===== config.mk =====
export PLATFORM = sky130hd
export DESIGN_NAME = pc_unit
export DESIGN_NICKNAME = d
export VERILOG_FILES = /design/src/rtl/pc_unit.sv
export SDC_FILE = /design/constraint.sdc
export NUM_CORES = 1
export LEC_CHECK = 0
export ABC_AREA = 1
export CORE_UTILIZATION = 25
export CTS_CLUSTER_DIAMETER = 60
export CTS_CLUSTER_SIZE = 30
export DETAILED_ROUTE_END_ITERATION = 12
export HOLD_SLACK_MARGIN = 0.12
export PLACE_DENSITY = 0.49
export SYNTH_ARGS = -nofsm -noshare
export SYNTH_HDL_FRONTEND = slang
export SYNTH_SLANG_ARGS = --single-unit

===== constraint.sdc =====
create_clock -name clk_i -period 1.5 [get_ports clk_i]
set_input_delay 0.225 -clock clk_i [delete_from_list [all_inputs] [get_ports clk_i]]
set_output_delay 0.225 -clock clk_i [all_outputs]
set_load 0.02 [all_outputs]

===== src/rtl/pc_unit.sv =====
// pc_unit: fetch-stage program counter.
// Supports stall hold, branch/jump redirect, trap vectoring, and misaligned-target
// detection. A one-entry buffer keeps a redirect that arrives during a stall so it is
// applied once the stall is released.
//
// Ports
//   clk_i          clock; all state updates on the rising edge
//   rst_i          synchronous, active-high reset
//   stall_i        hold pc this cycle
//   redirect_i     load target_i (taken branch / jump)
//   target_i       redirect destination
//   trap_i         exception request; highest priority below reset
//   pc_o           current fetch address (registered)
//   pc_plus_o      pc_o + STEP, combinational, wraps mod 2^WIDTH
//   fetch_valid_o  registered; pc_o is a real fetch address
//   pending_o      registered; a buffered redirect is waiting for the stall to release
//   misalign_o     registered one-cycle pulse: a misaligned redirect was turned into a trap
//
// state | meaning
// ------+----------------------------------------------------------
// BOOT  | just out of reset; the first fetch at the reset vector is pending
// RUN   | fetching normally
// HELD  | stalled, no buffered redirect
// PEND  | stalled, buffered redirect valid
module pc_unit #(
    parameter int unsigned            WIDTH        = 32,
    parameter logic [WIDTH-1:0]       RESET_VECTOR = '0,
    parameter logic [WIDTH-1:0]       TRAP_VECTOR  = WIDTH'('h80),
    parameter int unsigned            STEP         = 4,
    parameter int unsigned            ALIGN_BITS   = 2
) (
    input  logic             clk_i,
    input  logic             rst_i,
    input  logic             stall_i,
    input  logic             redirect_i,
    input  logic [WIDTH-1:0] target_i,
    input  logic             trap_i,
    output logic [WIDTH-1:0] pc_o,
    output logic [WIDTH-1:0] pc_plus_o,
    output logic             fetch_valid_o,
    output logic             pending_o,
    output logic             misalign_o
);

    typedef enum logic [1:0] {
        BOOT = 2'd0,
        RUN  = 2'd1,
        HELD = 2'd2,
        PEND = 2'd3
    } state_e;

    localparam logic [WIDTH-1:0] STEP_W = WIDTH'(STEP);

    state_e           state_q, state_d;
    logic [WIDTH-1:0] pc_q, pc_d;
    logic [WIDTH-1:0] buf_q, buf_d;
    logic             fv_q, fv_d;
    logic             mis_q, mis_d;
    logic             tgt_mis;

    generate
        if (ALIGN_BITS > 0) begin : g_align
            assign tgt_mis = |target_i[ALIGN_BITS-1:0];
        end else begin : g_no_align
            assign tgt_mis = 1'b0;
        end
    endgenerate

    always_comb begin
        state_d = state_q;
        pc_d    = pc_q;
        buf_d   = buf_q;
        fv_d    = fv_q;
        mis_d   = 1'b0;
        case (state_q)
            BOOT: begin
                // First fetch is the reset vector itself; all requests are ignored here.
                state_d = RUN;
                fv_d    = 1'b1;
            end
            default: begin
                if (trap_i) begin
                    pc_d    = TRAP_VECTOR;
                    state_d = RUN;
                end else if (redirect_i && tgt_mis) begin
                    pc_d    = TRAP_VECTOR;
                    mis_d   = 1'b1;
                    state_d = RUN;
                end else if (redirect_i && !stall_i) begin
                    // A live redirect supersedes anything still buffered.
                    pc_d    = target_i;
                    state_d = RUN;
                end else if (redirect_i) begin
                    buf_d   = target_i;
                    state_d = PEND;
                end else if (!stall_i && state_q == PEND) begin
                    pc_d    = buf_q;
                    state_d = RUN;
                end else if (!stall_i) begin
                    pc_d    = pc_q + STEP_W;
                    state_d = RUN;
                end else begin
                    state_d = (state_q == PEND) ? PEND : HELD;
                end
            end
        endcase
    end

    always_ff @(posedge clk_i) begin
        if (rst_i) begin
            state_q <= BOOT;
            pc_q    <= RESET_VECTOR;
            buf_q   <= '0;
            fv_q    <= 1'b0;
            mis_q   <= 1'b0;
        end else begin
            state_q <= state_d;
            pc_q    <= pc_d;
            buf_q   <= buf_d;
            fv_q    <= fv_d;
            mis_q   <= mis_d;
        end
    end

    assign pc_o          = pc_q;
    assign pc_plus_o     = pc_q + STEP_W;
    assign fetch_valid_o = fv_q;
    assign pending_o     = (state_q == PEND);
    assign misalign_o    = mis_q;

endmodule

Word-level counts from Yosys, hierarchy flattened
Cells that the tools add are included.

operators by class
  $add $sub $neg = 1
  $mul = 0
  div/mod/pow operators = 0
  order comparisons = 0
  eq/ne operators = 3
  shift operators = 0
  mux-type cells = 15
  bitwise gates (word level) = 4
  reductions and logical operators = 10

operators with widths
  cell                                                   number
  two-way mux 32 bit                                     6
  adder 32 x 3 -> 32 bit, second input constant          1
  two-way mux 1 bit                                      6
  two-way mux 2 bit                                      3
  inequality test 5 x 1 -> 1 bit, second input constant  1
  AND reduction 5 bit                                    1
  OR reduction 5 bit                                     1
  inequality test 4 x 1 -> 1 bit, second input constant  1
  NOT 1 bit                                              4
  logical AND 1 bit                                      3
  AND reduction 3 bit                                    1
  OR reduction 3 bit                                     1
  == test 2 bit, second input constant                   1
  logical NOT 2 bit                                      1
  OR reduction 2 bit                                     1
  logical NOT 1 bit                                      1

word-level totals
  register bits after elaboration = 68
  latch bits = 0
  RAM bits = 0
  ROM bits = 0
  input port bits = 37
  memories kept = 0

Logic depth before layout (Yosys ltp)
  depth in word-level cells = 9
  depth in mapped cells = 12
  depth with buffers taken out = 12

Least setup slack after synthesis
No wires, ideal clock.

  kind = register -> register
  from = reg pc_q[2] (netlist: pc_o[2])
  to = reg pc_q[9] (netlist: pc_o[9])
  setup time = 71 ps
  arrival = 1784 ps
  required time = 1429 ps
  setup slack = -355 ps
  stages on the path, launching flop included = 9
  path buffers = 0
  period minus slack after synthesis = 1855 ps
  cells stage by stage = dfxtp_1 inv_1 nor2_4 nand2_4 xnor2_1 nand2_1 nand3_1 nand2_1 a21oi_1

between the ends
  cells in the longest elaborated chain, start to end = 7

ends and longest elaborated chain
  item                      line  RTL
  start: declaration        55    logic [WIDTH-1:0] pc_q, pc_d;
  start signal: assignment  118   pc_q <= pc_d;
  adder 32 x 3 -> 32 bit    -
  named net pc_plus_o[9]    39    output logic [WIDTH-1:0] pc_plus_o,
  two-way mux 32 bit        99    end else if (!stall_i) begin
  two-way mux 32 bit        96    end else if (!stall_i && state_q == PEND) begin
  two-way mux 32 bit        93    end else if (redirect_i) begin
  two-way mux 32 bit        89    end else if (redirect_i && !stall_i) begin
  two-way mux 32 bit        85    end else if (redirect_i && tgt_mis) begin
  two-way mux 32 bit        82    if (trap_i) begin

The timed path passes the listed nets, and every way through them passes these cells. The select of a mux whose other input is x is not followed.
A chain may end at the register's enable or synchronous reset.

Worst setup path after layout
  from = reg pc_q[3] (netlist: pc_o[3])
  to = out pc_plus_o[22]

between the ends
  cells in the longest elaborated chain, start to end = 1

ends and longest elaborated chain
  item                    line  RTL
  adder 32 x 3 -> 32 bit  126   assign pc_plus_o = pc_q + STEP_W;
  end: declaration        39

No other way between the ends.

==> impl_metrics.py <==
metrics = {
    "run_status": {
        "status": "complete, but fails checks",
        "violations": "negative setup slack",
    },
    "yosys": {
        "syn_area_um2": 4160,
        "yosysUniqueCellTypes": 27,
        "ys.warnings.count": 0,
        "synthTopCellsByArea": "dfxtp_1 33%, nand2_1 20%, nor2_1 13%, inv_1 4.2%, o21ai_0 4.1%",
        "ys_ff_latch": 68,
        "synth_top_area_frac": 0.327,
        "synthTopCellsByCount": "225 x nand2_1, 144 x nor2_1, 68 x dfxtp_1",
        "synth_edf_count": 0,
        "async_flop_share": 0,
        "synth.avg_cell_area_um2": 6.19,
        "synth-seq-area-share": 0.327,
        "synth_top_flop_cell": "dfxtp_1",
        "yosysMostFrequentCell": "nand2_1",
        "syn-num-nets": 712,
        "synthCells": 673,
        "yosys.area.top_type": "dfxtp_1",
    },
    "worst_setup_path": {
        "crit_path_end_kind": "primary output",
        "timing.rr.end": "pc_o[14]",
        "reg2reg_slack_ps": -180,
        "crit_chain": "ha_4, inv_2, nor2_4, nand2_4, nor2_4, buf_12, nand2_2, nand2_2, nand2_2, buf_6",
        "rr_worst_depth": 12,
        "max_stage_delay_ps": 390,
        "cp-start-kind": "register",
        "crit_path_top_delay_cell": "dfxtp_4",
        "crit_arrival_ps": 1740,
        "crit_path_frequent_cell": "nand2_2",
        "criticalPathCategory": "reg2out",
        "crit_fanout": 4,
        "r2r-start": "pc_o[3]",
        "worstPathRequired_ps": 1270,
    },
    "cells_and_area": {
        "final_nets": 902,
        "final.fill_count": 1622,
        "drive_gt1_frac": 0.362,
        "n_antenna_cell": 0,
        "fin_area_um2": 7210,
        "syn_to_final_growth_pct": 73.2,
    },
    "floorplan": {
        "die_area_um2": 17200,
        "initial_core_util": 0.259,
        "coreArea_um2": 16100,
        "ios": 104,
        "die_h_um": 131,
        "std_cell_rows": 46,
        "die_w_um": 131,
    },
    "power_and_ir_drop": {
        "leakage_uw": 0.00332,
        "max-vdd-ir-drop_uv": 489,
        "pwr_density_cell_nw_per_um2": 654,
    },
    "sta": {
        "period_needed_ps": 1960,
        "relSlewSlack": 0.784,
        "final.setup.worst_slack_ps": -462,
        "tightest_slew_ps": 323,
        "hold_viol": 0,
        "fin_crit_sh": 1.31,
        "setup_tns_ps": -11230,
        "drv_slew": 0,
        "rsz0062_at_grt": "yes",
        "hold_ws_ps": 316,
        "fmax_mhz": 510,
        "skew_ps": 6.93,
        "setup_viol": 46,
    },
    "cts": {
        "cts_sinks": 68,
        "clk_pin_slew_ps": 60,
        "htreeDepth": 3,
        "cts_tree": "built",
        "cts_buffers": 9,
        "root_buffer": "clkbuf_16",
        "cts_buffer_depth": 2,
        "clk_latency_ps": 350,
    },
    "routing": {
        "wl_mm": 14.8,
        "routed-via-count": 4719,
        "drc": 0,
        "wl_per_cell_um": 13.7,
        "drt_iter0_markers": 244,
        "drt-pass1-iter-count": 5,
        "viasPerCell": 4.36,
        "drtAntennaViolNets": 0,
    },
    "hold_path": {
        "hold-path-endpoint": "misalign_o",
        "min-delay-start": "redirect_i",
        "hold_depth": 4,
        "hold_class": "in2reg",
    },
    "grt": {
        "globalRouteOverflowTotal": 0,
        "grt_usage": 0.176,
        "grt_pass1_wl_mm": 22.7,
        "antenna_found_initial": 0,
        "grt_pass1_vias": 4467,
        "grt_max_degree": 31,
    },
    "placement": {
        "dpl_cell_area_um2": 6240,
        "port_buffers": 103,
        "finalWeightedCongestion": 0.792,
        "hpwlAfterDp_mm": 10.9,
    },
    "flow_run": {
        "cap_viol_max_count": 0,
    },
}
sequential cells by signal, summed over array words and instances, names as in the netlist:
register / count
buf_q: 32
misalign_o: 1
state_q: 2
fetch_valid_o: 1
pc_o: 32
worst max path at each step:
stage	start	end	slack, ps	cells past startpoint
final	pc_o[3]	pc_plus_o[22]	-460	10
after global routing	pc_o[3]	pc_plus_o[13]	-520	7
after CTS	pc_o[2]	pc_plus_o[22]	-470	9
after detailed placement	pc_o[3]	pc_plus_o[29]	-540	7
after global placement	pc_o[12]	pc_plus_o[20]	-530	8
after floorplan	pc_o[2]	pc_o[18]	-40	10
power by group:
group	internal [µW]	switching, µW	leakage [µW]	total [µW]
registers	1840	37.3	0.000566	1880
logic	362	401	0.00261	762
clock network	1250	824	0.000141	2080
total	3450	1260	0.00332	4710
cells by family after synthesis:
group / Yosys count / share of synthesized area
compound gates: 74 / 0.0992
xor+xnor: 15 / 0.0442
fa+ha+maj: 2 / 0.00601
buf+inv: 82 / 0.0839
flops: 68 / 0.327
simple gates: 432 / 0.440
layout by cell type, fill, tap and decap left out, types with 2 or more instances in the layout:
master	count
nand2_1	184
nor2_1	126
buf_4	86
dfxtp_1	46
inv_1	41
nand2_2	39
buf_6	36
clkdlybuf4s50_1	34
dlygate4sd2_1	33
o21ai_0	32
nor2_4	18
a21oi_1	18
a21oi_2	17
dfxtp_4	13
nor2_2	12
nand2_4	12
nand3_1	12
clkbuf_16	11
buf_12	11
nand3_2	10
xor2_4	9
dfxtp_2	9
inv_2	7
nand3b_1	5
o211ai_1	5
and2_4	3
nand4_1	3
xnor2_2	3
nor3_1	3
dlymetal6s2s_1	3
nor2_8	2
and2_1	2
xnor2_4	2
o21ai_1	2
ha_4	2
clkbuf_1	2
clkinv_2	2
clkdlybuf4s15_1	2
clkbuf_2	2
buf_8	2
final cells by class:
cell class	count	area [µm²]	area share
clock buffers	13	272	0.0377
clock inverters	2	10.0	0.00139
inverters	50	194	0.0269
multi-input cells	523	3010	0.418
flip-flops and latches	68	1420	0.197
well taps	216	270	0.0375
repair buffers	211	2030	0.281
per-stage QoR:
stage,std cells,util,power (µW),setup slack (ps)
global route,1083,0.449,4920,-518
floorplan,673,-,2250,-41.6
detailed placement,1046,0.389,2620,-539
global placement,1046,0.389,2610,-528
finish,1083,0.449,4710,-462
CTS,1070,0.418,4710,-472
layer usage:
metal | GRT usage | share of wire | wire length [µm]
met5 | 0 | 0 | 0
met3 | 0.0403 | 0.063 | 929
met2 | 0.294 | 0.48 | 7080
met1 | 0.223 | 0.45 | 6630
met4 | 0.0595 | 0.013 | 199
what timing repair did:
action | 4_1_cts | 5_1_grt
gates resized for setup | 234 | 110
pin swaps | 34 | 58
cloned | 0 | 1
hold buffers | 0 | 0
buffers inserted | 9 | 18
endpoints found under the setup margin | 84 | 88
worst max-delay path: cells and delay by family (launching register included):
family	cells	cell delay [ps]
and+or+nand+nor	6	540
buffers and inverters	3	320
DFF	1	390
adders and majority gates	1	150
Power figures use the tool's default switching activity.
